### config.mk
export PLATFORM = sky130hd
export DESIGN_NAME = button_conditioner
export DESIGN_NICKNAME = d
export VERILOG_FILES = /design/src/rtl/button_conditioner.sv
export SDC_FILE = /design/constraint.sdc
export NUM_CORES = 1
export LEC_CHECK = 0
export CAP_MARGIN = 5
export CORE_MARGIN = 2
export CORE_UTILIZATION = 40
export DETAILED_ROUTE_END_ITERATION = 10
export PLACE_DENSITY = 0.57
export RECOVER_POWER = 25
export SKIP_LAST_GASP = 1
export SLEW_MARGIN = 20
export SYNTH_ARGS = -nofsm -noshare
export SYNTH_HDL_FRONTEND = slang
export SYNTH_SLANG_ARGS = --single-unit
### constraint.sdc
create_clock -name clk -period 2.1 [get_ports clk]
set_clock_uncertainty 0.2 [all_clocks]
set_input_delay 0.42 -clock clk [delete_from_list [all_inputs] [get_ports clk]]
set_output_delay 0.42 -clock clk [all_outputs]
set_load 0.03 [all_outputs]
### src/rtl/button_conditioner.sv
// Multi-channel push-button conditioner: synchronise, debounce, press/release,
// long-press and auto-repeat detection, with events held until take_en accepts them.
module button_conditioner #(
  parameter int             N             = 4,
  parameter int             CTR_WIDTH     = 18,
  parameter logic [N-1:0]   INVERT        = '0,
  parameter int             LONG_CYCLES   = 12_000_000,
  parameter int             REPEAT_CYCLES = 3_000_000,
  parameter logic [N-1:0]   REPEAT_EN     = '0
) (
  input  logic         clk,
  input  logic         resetn,
  input  logic [N-1:0] btn_raw,
  input  logic         take_en,
  output logic [N-1:0] level_o,
  output logic [N-1:0] press_o,
  output logic [N-1:0] release_o,
  output logic [N-1:0] long_o,
  output logic [N-1:0] repeat_o,
  output logic [N-1:0] overrun_o
);

  localparam int MAX_CYCLES = (LONG_CYCLES > REPEAT_CYCLES) ? LONG_CYCLES : REPEAT_CYCLES;
  localparam int HOLD_W     = (MAX_CYCLES > 1) ? $clog2(MAX_CYCLES) : 1;
  localparam logic [HOLD_W-1:0] LONG_LAST   = HOLD_W'(LONG_CYCLES - 1);
  localparam logic [HOLD_W-1:0] REPEAT_LAST = HOLD_W'(REPEAT_CYCLES - 1);

  typedef enum logic [1:0] {
    IDLE,
    HOLD,
    REPEAT,
    PARKED
  } hold_state_t;

  logic [N-1:0] sync_meta;
  logic [N-1:0] sync_q;

  // Inversion happens before the synchroniser, so its reset value of 0 is the released state.
  always_ff @(posedge clk or negedge resetn) begin
    if (!resetn) begin
      sync_meta <= '0;
      sync_q    <= '0;
    end else begin
      sync_meta <= btn_raw ^ INVERT;
      sync_q    <= sync_meta;
    end
  end

  for (genvar i = 0; i < N; i++) begin : g_chan
    logic [CTR_WIDTH-1:0] db_cnt;
    logic                 level_q;
    logic [HOLD_W-1:0]    hold_cnt;
    hold_state_t          hold_state;
    logic                 press_q, release_q, long_q, repeat_q, overrun_q;
    logic                 flip, rise, fall, long_ev, repeat_ev;

    always_comb begin
      flip      = (sync_q[i] != level_q) && (&db_cnt);
      rise      = flip && sync_q[i];
      fall      = flip && !sync_q[i];
      long_ev   = (hold_state == HOLD) && (hold_cnt == LONG_LAST) && !fall;
      repeat_ev = (hold_state == REPEAT) && (hold_cnt == REPEAT_LAST) && !fall;
    end

    always_ff @(posedge clk or negedge resetn) begin
      if (!resetn) begin
        db_cnt  <= '0;
        level_q <= 1'b0;
      end else if (sync_q[i] == level_q) begin
        db_cnt <= '0;
      end else if (&db_cnt) begin
        db_cnt  <= '0;
        level_q <= sync_q[i];
      end else begin
        db_cnt <= db_cnt + 1'b1;
      end
    end

    // Edges override the hold sequence; PARKED stops counting until release.
    always_ff @(posedge clk or negedge resetn) begin
      if (!resetn) begin
        hold_state <= IDLE;
        hold_cnt   <= '0;
      end else if (fall) begin
        hold_state <= IDLE;
        hold_cnt   <= '0;
      end else if (rise) begin
        hold_state <= HOLD;
        hold_cnt   <= '0;
      end else begin
        case (hold_state)
          HOLD: begin
            if (hold_cnt == LONG_LAST) begin
              hold_cnt   <= '0;
              hold_state <= REPEAT_EN[i] ? REPEAT : PARKED;
            end else begin
              hold_cnt <= hold_cnt + 1'b1;
            end
          end
          REPEAT: begin
            if (hold_cnt == REPEAT_LAST) hold_cnt <= '0;
            else                         hold_cnt <= hold_cnt + 1'b1;
          end
          default: hold_cnt <= '0;
        endcase
      end
    end

    // A same-cycle take and new event keeps the bit set without counting an overrun.
    always_ff @(posedge clk or negedge resetn) begin
      if (!resetn) begin
        press_q   <= 1'b0;
        release_q <= 1'b0;
        long_q    <= 1'b0;
        repeat_q  <= 1'b0;
        overrun_q <= 1'b0;
      end else begin
        press_q   <= rise      | (press_q   & ~take_en);
        release_q <= fall      | (release_q & ~take_en);
        long_q    <= long_ev   | (long_q    & ~take_en);
        repeat_q  <= repeat_ev | (repeat_q  & ~take_en);
        overrun_q <= overrun_q | (~take_en & ((rise & press_q) | (fall & release_q) |
                                              (long_ev & long_q) | (repeat_ev & repeat_q)));
      end
    end

    assign level_o[i]   = level_q;
    assign press_o[i]   = press_q;
    assign release_o[i] = release_q;
    assign long_o[i]    = long_q;
    assign repeat_o[i]  = repeat_q;
    assign overrun_o[i] = overrun_q;
  end

endmodule

==> results of run 1 <==
## critical path, cell delays in order (launching register included)
cell	delay, ps
dfrtp_1	350
ha_2	190
nand2_2	70
or4_4	510
o31ai_4	190
a221o_2	230
buf_6	130
clkbuf_16	150
nor2_2	40
## per-stage QoR
step                area [sq um]  hold slack (ps)  utilization, %  setup slack (ps)
floorplan                  10300            -75.6               -             -61.3
global placement           11700              134            46.3             -41.3
detailed placement         11700              137            46.3             -71.3
CTS                        12600              120            50.0             -56.4
global route               13000              152            51.5              -139
finish                     13000              132            51.5             -75.8
## power by group through the flow
stage / registers, mW / logic, mW / clock network [mW]
floorplan: 4.13 / 0.0666 / 0
global placement: 4.13 / 0.224 / 0
detailed placement: 4.13 / 0.225 / 0
CTS: 4.06 / 0.227 / 4.26
global route: 4.06 / 0.244 / 4.43
finish: 4.06 / 0.211 / 4.11
## layer usage
metal	routed length (microns)	part of all wire, %
met1	10700	50
met3	525	2.5
met5	0	0
met4	437	2.1
met2	9680	45
## layout by cell type, fill, tap and decap left out, types with 4 or more instances in the layout
cell and count:
and4_1 14, nor2b_1 7, inv_1 34, nor2_1 161
dlygate4sd3_1 5, buf_4 108, o22ai_1 5, nor2_2 14
clkbuf_1 9, nor3_1 11, buf_12 11, nor4b_2 4
xnor2_1 46, clkinv_2 5, ha_1 12, o21ai_0 6
and3_1 30, nand4_1 46, nand2_1 68, nor2_4 23
xor2_1 110, nor4_1 8, clkbuf_8 4, and2_1 14
dfrtp_1 207, dlygate4sd2_1 23, clkbuf_16 28, nand3_1 85
## how the worst max path moves through the flow
| stage | startpoint | end | slack [ps] | cells past startpoint |
|---|---|---|---|---|
| floorplan | g_chan[3].hold_cnt[0] | g_chan[3].hold_cnt[15] | -60 | 7 |
| global placement | g_chan[1].hold_cnt[0] | g_chan[1].hold_cnt[17] | -40 | 7 |
| detailed placement | g_chan[1].hold_cnt[0] | g_chan[1].hold_cnt[13] | -70 | 7 |
| CTS | g_chan[3].hold_cnt[1] | g_chan[3].hold_cnt[8] | -60 | 7 |
| global route | g_chan[1].hold_cnt[1] | g_chan[1].hold_cnt[13] | -140 | 8 |
| finish | g_chan[1].hold_cnt[0] | g_chan[1].hold_cnt[10] | -80 | 8 |
## repair_timing
| action | CTS | global route |
|---|---|---|
| resized for setup | 44 | 74 |
| endpoints found under the hold margin | 42 | 0 |
| hold buffers | 1 | 0 |
| pin swaps | 11 | 28 |
| setup endpoints to repair | 119 | 117 |
| cloned | 2 | 4 |
| setup buffers | 5 | 8 |
## cell type report
type	instances	area, sq um
Sequential cell	208	5210
Inverter	34	128
Multi-Input combinational cell	752	4970
Fill cell	2257	12200
Clock buffer	37	711
Timing Repair Buffer	159	1470
Clock inverter	8	75.1
Tap cell	330	413
## logic make-up (layout without fill, tap and decap cells)
group | after synthesis | in the layout
AO/OA/AOI/OAI | 55 | 55
buffers and inverters | 82 | 238
adder cells (fa/ha/maj) | 16 | 16
flip-flops | 208 | 208
XOR/XNOR | 156 | 156
multiplexers | 3 | 3
AND/OR/NAND/NOR | 522 | 522
==> key figures, run 1 <==
Status
  • Status: complete, but fails checks
  • Failing checks: setup timing

Synthesis
  • Largest family of logic cells by synthesized area: simple AND/OR/NAND/NOR gates
  • Post-Synth Simple-Gate Area: 25.2%
  • Post-Synth XOR/XNOR Area: 13.3%
  • Syn nets: 1065
  • Mapped Cells: 1042
  • Yosys top cell by area: dfrtp_1
  • Synth Area in Compound Gates: 4.10%
  • Cell variety after synth: 62
  • Synth top area cells: dfrtp_1 (51%), xor2_1 (9.4%), nor2_1 (7.3%)
  • Ys flop type: dfrtp_1
  • Sequential share of the synthesized area: 50.8%
  • Most frequent cells after synthesis: dfrtp_1 (208), nor2_1 (198), xor2_1 (110)
  • Synth Area in Adders: 1.95%
  • Seq cells post-synth: 208
  • Synth top area share: 50.8%
  • Count of flip-flops with a built-in enable after synthesis: 0
  • Count leader, synth: dfrtp_1
  • Mux contribution to synthesized area: 0.330%
  • Cell Area, Synth: 0.0102 sq mm
  • Ys Warns: 0
  • Async S/R FF share, synth: 100%
  • Synthesized area per cell: 9.83 sq um

Critical path
  • R2R Path Start: g_chan[1].hold_cnt[0]
  • CP max FO: 6
  • Reg2reg setup slack: -80 ps
  • CP arrival: 2390 ps
  • Worst reg2reg path depth: 8
  • Worst EP required: 2310 ps
  • R2R Path End: g_chan[1].hold_cnt[10]
  • Crit Path Class: flip-flop to flip-flop
  • Crit. End Element: flip-flop
  • Startpoint class of the critical path: flip-flop

Drt
  • First-pass DRT Iterations: 4
  • WL final: 21300 microns
  • Vias per std cell: 5.02
  • # DRC: 0
  • DRT iter0 DRCs: 412
  • Vias: 7674
  • DR WL/cell: 13.9 microns
  • Post-route ant nets: 0

Cells and area
  • Layout cell share with drive strength beyond 1: 20.4%
  • Most flop-heavy register: g_chan.hold_cnt
  • Fin cells: 1528
  • Top Registers: g_chan.hold_cnt (96), g_chan.db_cnt (72), g_chan.hold_state (8)
  • Nets: 1203
  • N_diodes: 0
  • Max reg flops: 96
  • Area growth, synth to finish: 26.6%

Clocking
  • CTS root buf: clkbuf_16
  • Clock Latency Late Sink: 530 ps
  • Total CTS buffers: 25
  • Clk sinks: 208
  • Clk buf depth: 3
  • Worst-path clk slew: 60 ps
  • CTS tree: done
  • Max H-tree Level: 1

Global routing
  • Most used routing layer: met2
  • Initial antenna violation count: 0
  • Vias in the first global route: 7342
  • Largest net degree at the start of global routing: 67
  • Met1 usage: 22.8%
  • First-pass GRT wire length: 35400 microns
  • Total global-route track usage: 15.9%
  • Overflow after GRT: 0
  • Met3 Resource Use GR: 2.30%
  • GR Util met2: 25.4%

Power
  • Leakage: 5.58 nW
  • Combinational share of power: 2.5%
  • Switching share of power: 21.6%
  • Clk pwr share: 49.0%
  • Seq pwr share: 48.5%
  • Cell Int Power: 6.57 mW
  • P_sw: 1.81 mW
  • Pwr Total: 8.38 mW
  • Maximum VDD drop: 540 uV
  • Pwr dens: 646 mW/mm^2

Run
  • MaxCap Viol Count: 0

Timing
  • Hold Fails Final Rpt: 0
  • RSZ-0062 raised after global routing: yes
  • Worst Max-Slew Pin Slew: 1220 ps
  • Setup TNS: -2180 ps
  • Relative slew slack: 18.4%
  • Setup violators final: 66
  • F_max: 460 MHz
  • Fin worst setup slack: -75.8 ps
  • Post-layout minimum cycle time: 2180 ps
  • Final Max Tran Viols: 0
  • Fin crit share: 104%

Hold path
  • Hold depth: 0
  • Worst Hold Class: flip-flop to flip-flop
  • Hold endpoint: sync_q[0]
  • Hold path start: sync_meta[0]

Floorplan
  • Die width: 164 microns
  • Starting density of the core: 40.7%
  • Site Rows: 58
  • Num ports: 31
  • DIE HEIGHT: 164 microns
  • Die Area: 0.0269 sq mm
  • Core ar.: 0.0252 sq mm

Placement
  • Placer congestion estimate: 0.777
  • Port Buffers: 30
  • Post-DP HPWL: 13900 microns
  • Cells after DPL: 1463
Note: power is estimated with default switching activity, not from simulation.
==> inputs of run 2 (changes only) <==
- CAP_MARGIN: 5 -> 20
- CTS_CLUSTER_DIAMETER: not set -> 40
==> key figures, run 2 (synthesized netlist as in run 1, its figures left out) <==
Cells and area
  • N_diodes: 0
  • Post-route cell area: 0.0133 sq mm
  • Most common cell after layout, fill and taps aside: dfrtp_1
  • Fin cells: 1537
  • Top Registers: g_chan.hold_cnt (96), g_chan.db_cnt (72), g_chan.hold_state (8)
  • Layout cell share with drive strength beyond 1: 20.4%
  • Area growth, synth to finish: 30.1%
  • Max reg flops: 96
  • Most frequent cells in the layout: dfrtp_1 (207), nor2_1 (172), xor2_1 (110), buf_4 (101), nand3_1 (85)
  • Most flop-heavy register: g_chan.hold_cnt
  • Fillcell total: 2205
  • Nets: 1205
  • Final Util: 53.0%

Placement
  • Pre-CTS setup slack: -71.3 ps
  • Placed Area: 0.0117 sq mm
  • Cells after DPL: 1463
  • Post-DP HPWL: 13900 microns
  • Placer congestion estimate: 0.777
  • Port Buffers: 30

Global routing
  • GR Util met2: 25.2%
  • Initial antenna violation count: 0
  • Met1 usage: 22.7%
  • Vias in the first global route: 7449
  • Met3 Resource Use GR: 3.11%
  • Largest net degree at the start of global routing: 67
  • Most used routing layer: met2
  • Total global-route track usage: 16.1%
  • Overflow after GRT: 0
  • First-pass GRT wire length: 35600 microns

Critical path
  • CP top delay family: simple AND/OR/NAND/NOR gates
  • Worst EP required: 2300 ps
  • Slowest Stage Delay on Critical Path: 530 ps
  • CP max FO: 12
  • Crit Path Class: flip-flop to flip-flop
  • Critical Path, Cell by Cell: nand4bb_4, or4_4, o31ai_4, a221o_2, clkbuf_16, nor2_1
  • Slowest stage cell, crit path: or4_4
  • Buf+Inv Stages, Crit Path: 1
  • CP arrival: 2390 ps
  • Startpoint class of the critical path: flip-flop
  • Crit. End Element: flip-flop

Drt
  • Post-route ant nets: 0
  • DR WL/cell: 14.0 microns
  • WL final: 21500 microns
  • # DRC: 0
  • Vias: 7664
  • First-pass DRT Iterations: 4
  • DRT iter0 DRCs: 436
  • Vias per std cell: 4.99

Clocking
  • Clock Latency Late Sink: 510 ps
  • Clk buf depth: 3
  • CTS root buf: clkbuf_16
  • Worst-path clk slew: 50 ps
  • Clk sinks: 208
  • CTS tree: done
  • Max H-tree Level: 2
  • Total CTS buffers: 37

Status
  • Failing checks: setup timing
  • Status: complete, but fails checks

Floorplan
  • Die width: 164 microns
  • DIE HEIGHT: 164 microns
  • Num ports: 31
  • Core ar.: 0.0252 sq mm
  • Starting density of the core: 40.7%
  • Die Area: 0.0269 sq mm
  • Site Rows: 58

Power
  • Leakage: 5.76 nW
  • Maximum VDD drop: 796 uV
  • Pwr dens: 787 mW/mm^2
  • Pwr Total: 10.5 mW

Timing
  • Relative slew slack: 19.1%
  • Final Max Tran Viols: 0
  • Post-layout minimum cycle time: 2190 ps
  • Hold Fails Final Rpt: 0
  • F_max: 456 MHz
  • Fin crit share: 104%
  • Worst hold slack: 147 ps
  • Setup violators final: 54
  • Worst Max-Slew Pin Slew: 1210 ps
  • Fin worst setup slack: -92.7 ps
  • Setup TNS: -2870 ps
  • RSZ-0062 raised after global routing: yes

Run
  • MaxCap Viol Count: 0

Hold path
  • Worst Hold Class: flip-flop to flip-flop
==> run 2: cell types whose count changed in the layout (fill, tap and decap cells not counted), sizes merged <==
cell and delta:
clkbuf +10, buf -12, clkinv +2, inv +1, clkinvlp +2, clkdlybuf4s15 +1, bufinv +5
==> run 2: worst paths after layout <==
path	from	end	slack, ps	cells after the start
worst min-delay path	sync_meta[0]	sync_q[0]	150	0
min in group asynchronous	resetn	g_chan[0].db_cnt[10]	490	2
worst max register to register	g_chan[1].hold_cnt[8]	g_chan[1].hold_cnt[18]	-90	6
worst max-delay path	g_chan[1].hold_cnt[8]	g_chan[1].hold_cnt[18]	-90	6
worst min register to register	sync_meta[0]	sync_q[0]	150	0
max in group asynchronous	resetn	g_chan[2].hold_cnt[4]	150	3
==> run 2: metal layers <==
metal  wire length, microns  vias to the layer above
met5                      0                        -
met3                    673                       32
li1                       -                     3839
met2                   9700                       81
met4                    379                        0
met1                  10800                     3712
==> run 2: layout make-up <==
class	count	area (sq um)	share of cell area [%]
Multi-Input combinational cell	752	4930	37.0
Sequential cell	208	5210	39.0
Clock inverter	18	270	2.03
Inverter	34	128	0.957
Timing Repair Buffer	149	1360	10.2
Tap cell	330	413	3.10
Clock buffer	46	1020	7.66
==> run 2: what timing repair did <==
| action | 4_1_cts | 5_1_grt |
|---|---|---|
| endpoints found under the setup margin | 125 | 115 |
| endpoints found under the hold margin | 42 | 0 |
| gates cloned | 0 | 5 |
| hold buffers | 1 | 0 |
| setup buffers | 0 | 4 |
| resized for setup | 27 | 70 |
| pin swaps | 3 | 30 |
==> run 2: report_power, final <==
part	internal, mW	switching, mW	leakage (nW)
Sequential	4.04	0.0254	2.87
Combinational	0.0690	0.142	2.26
Clock	4.18	2.03	0.632
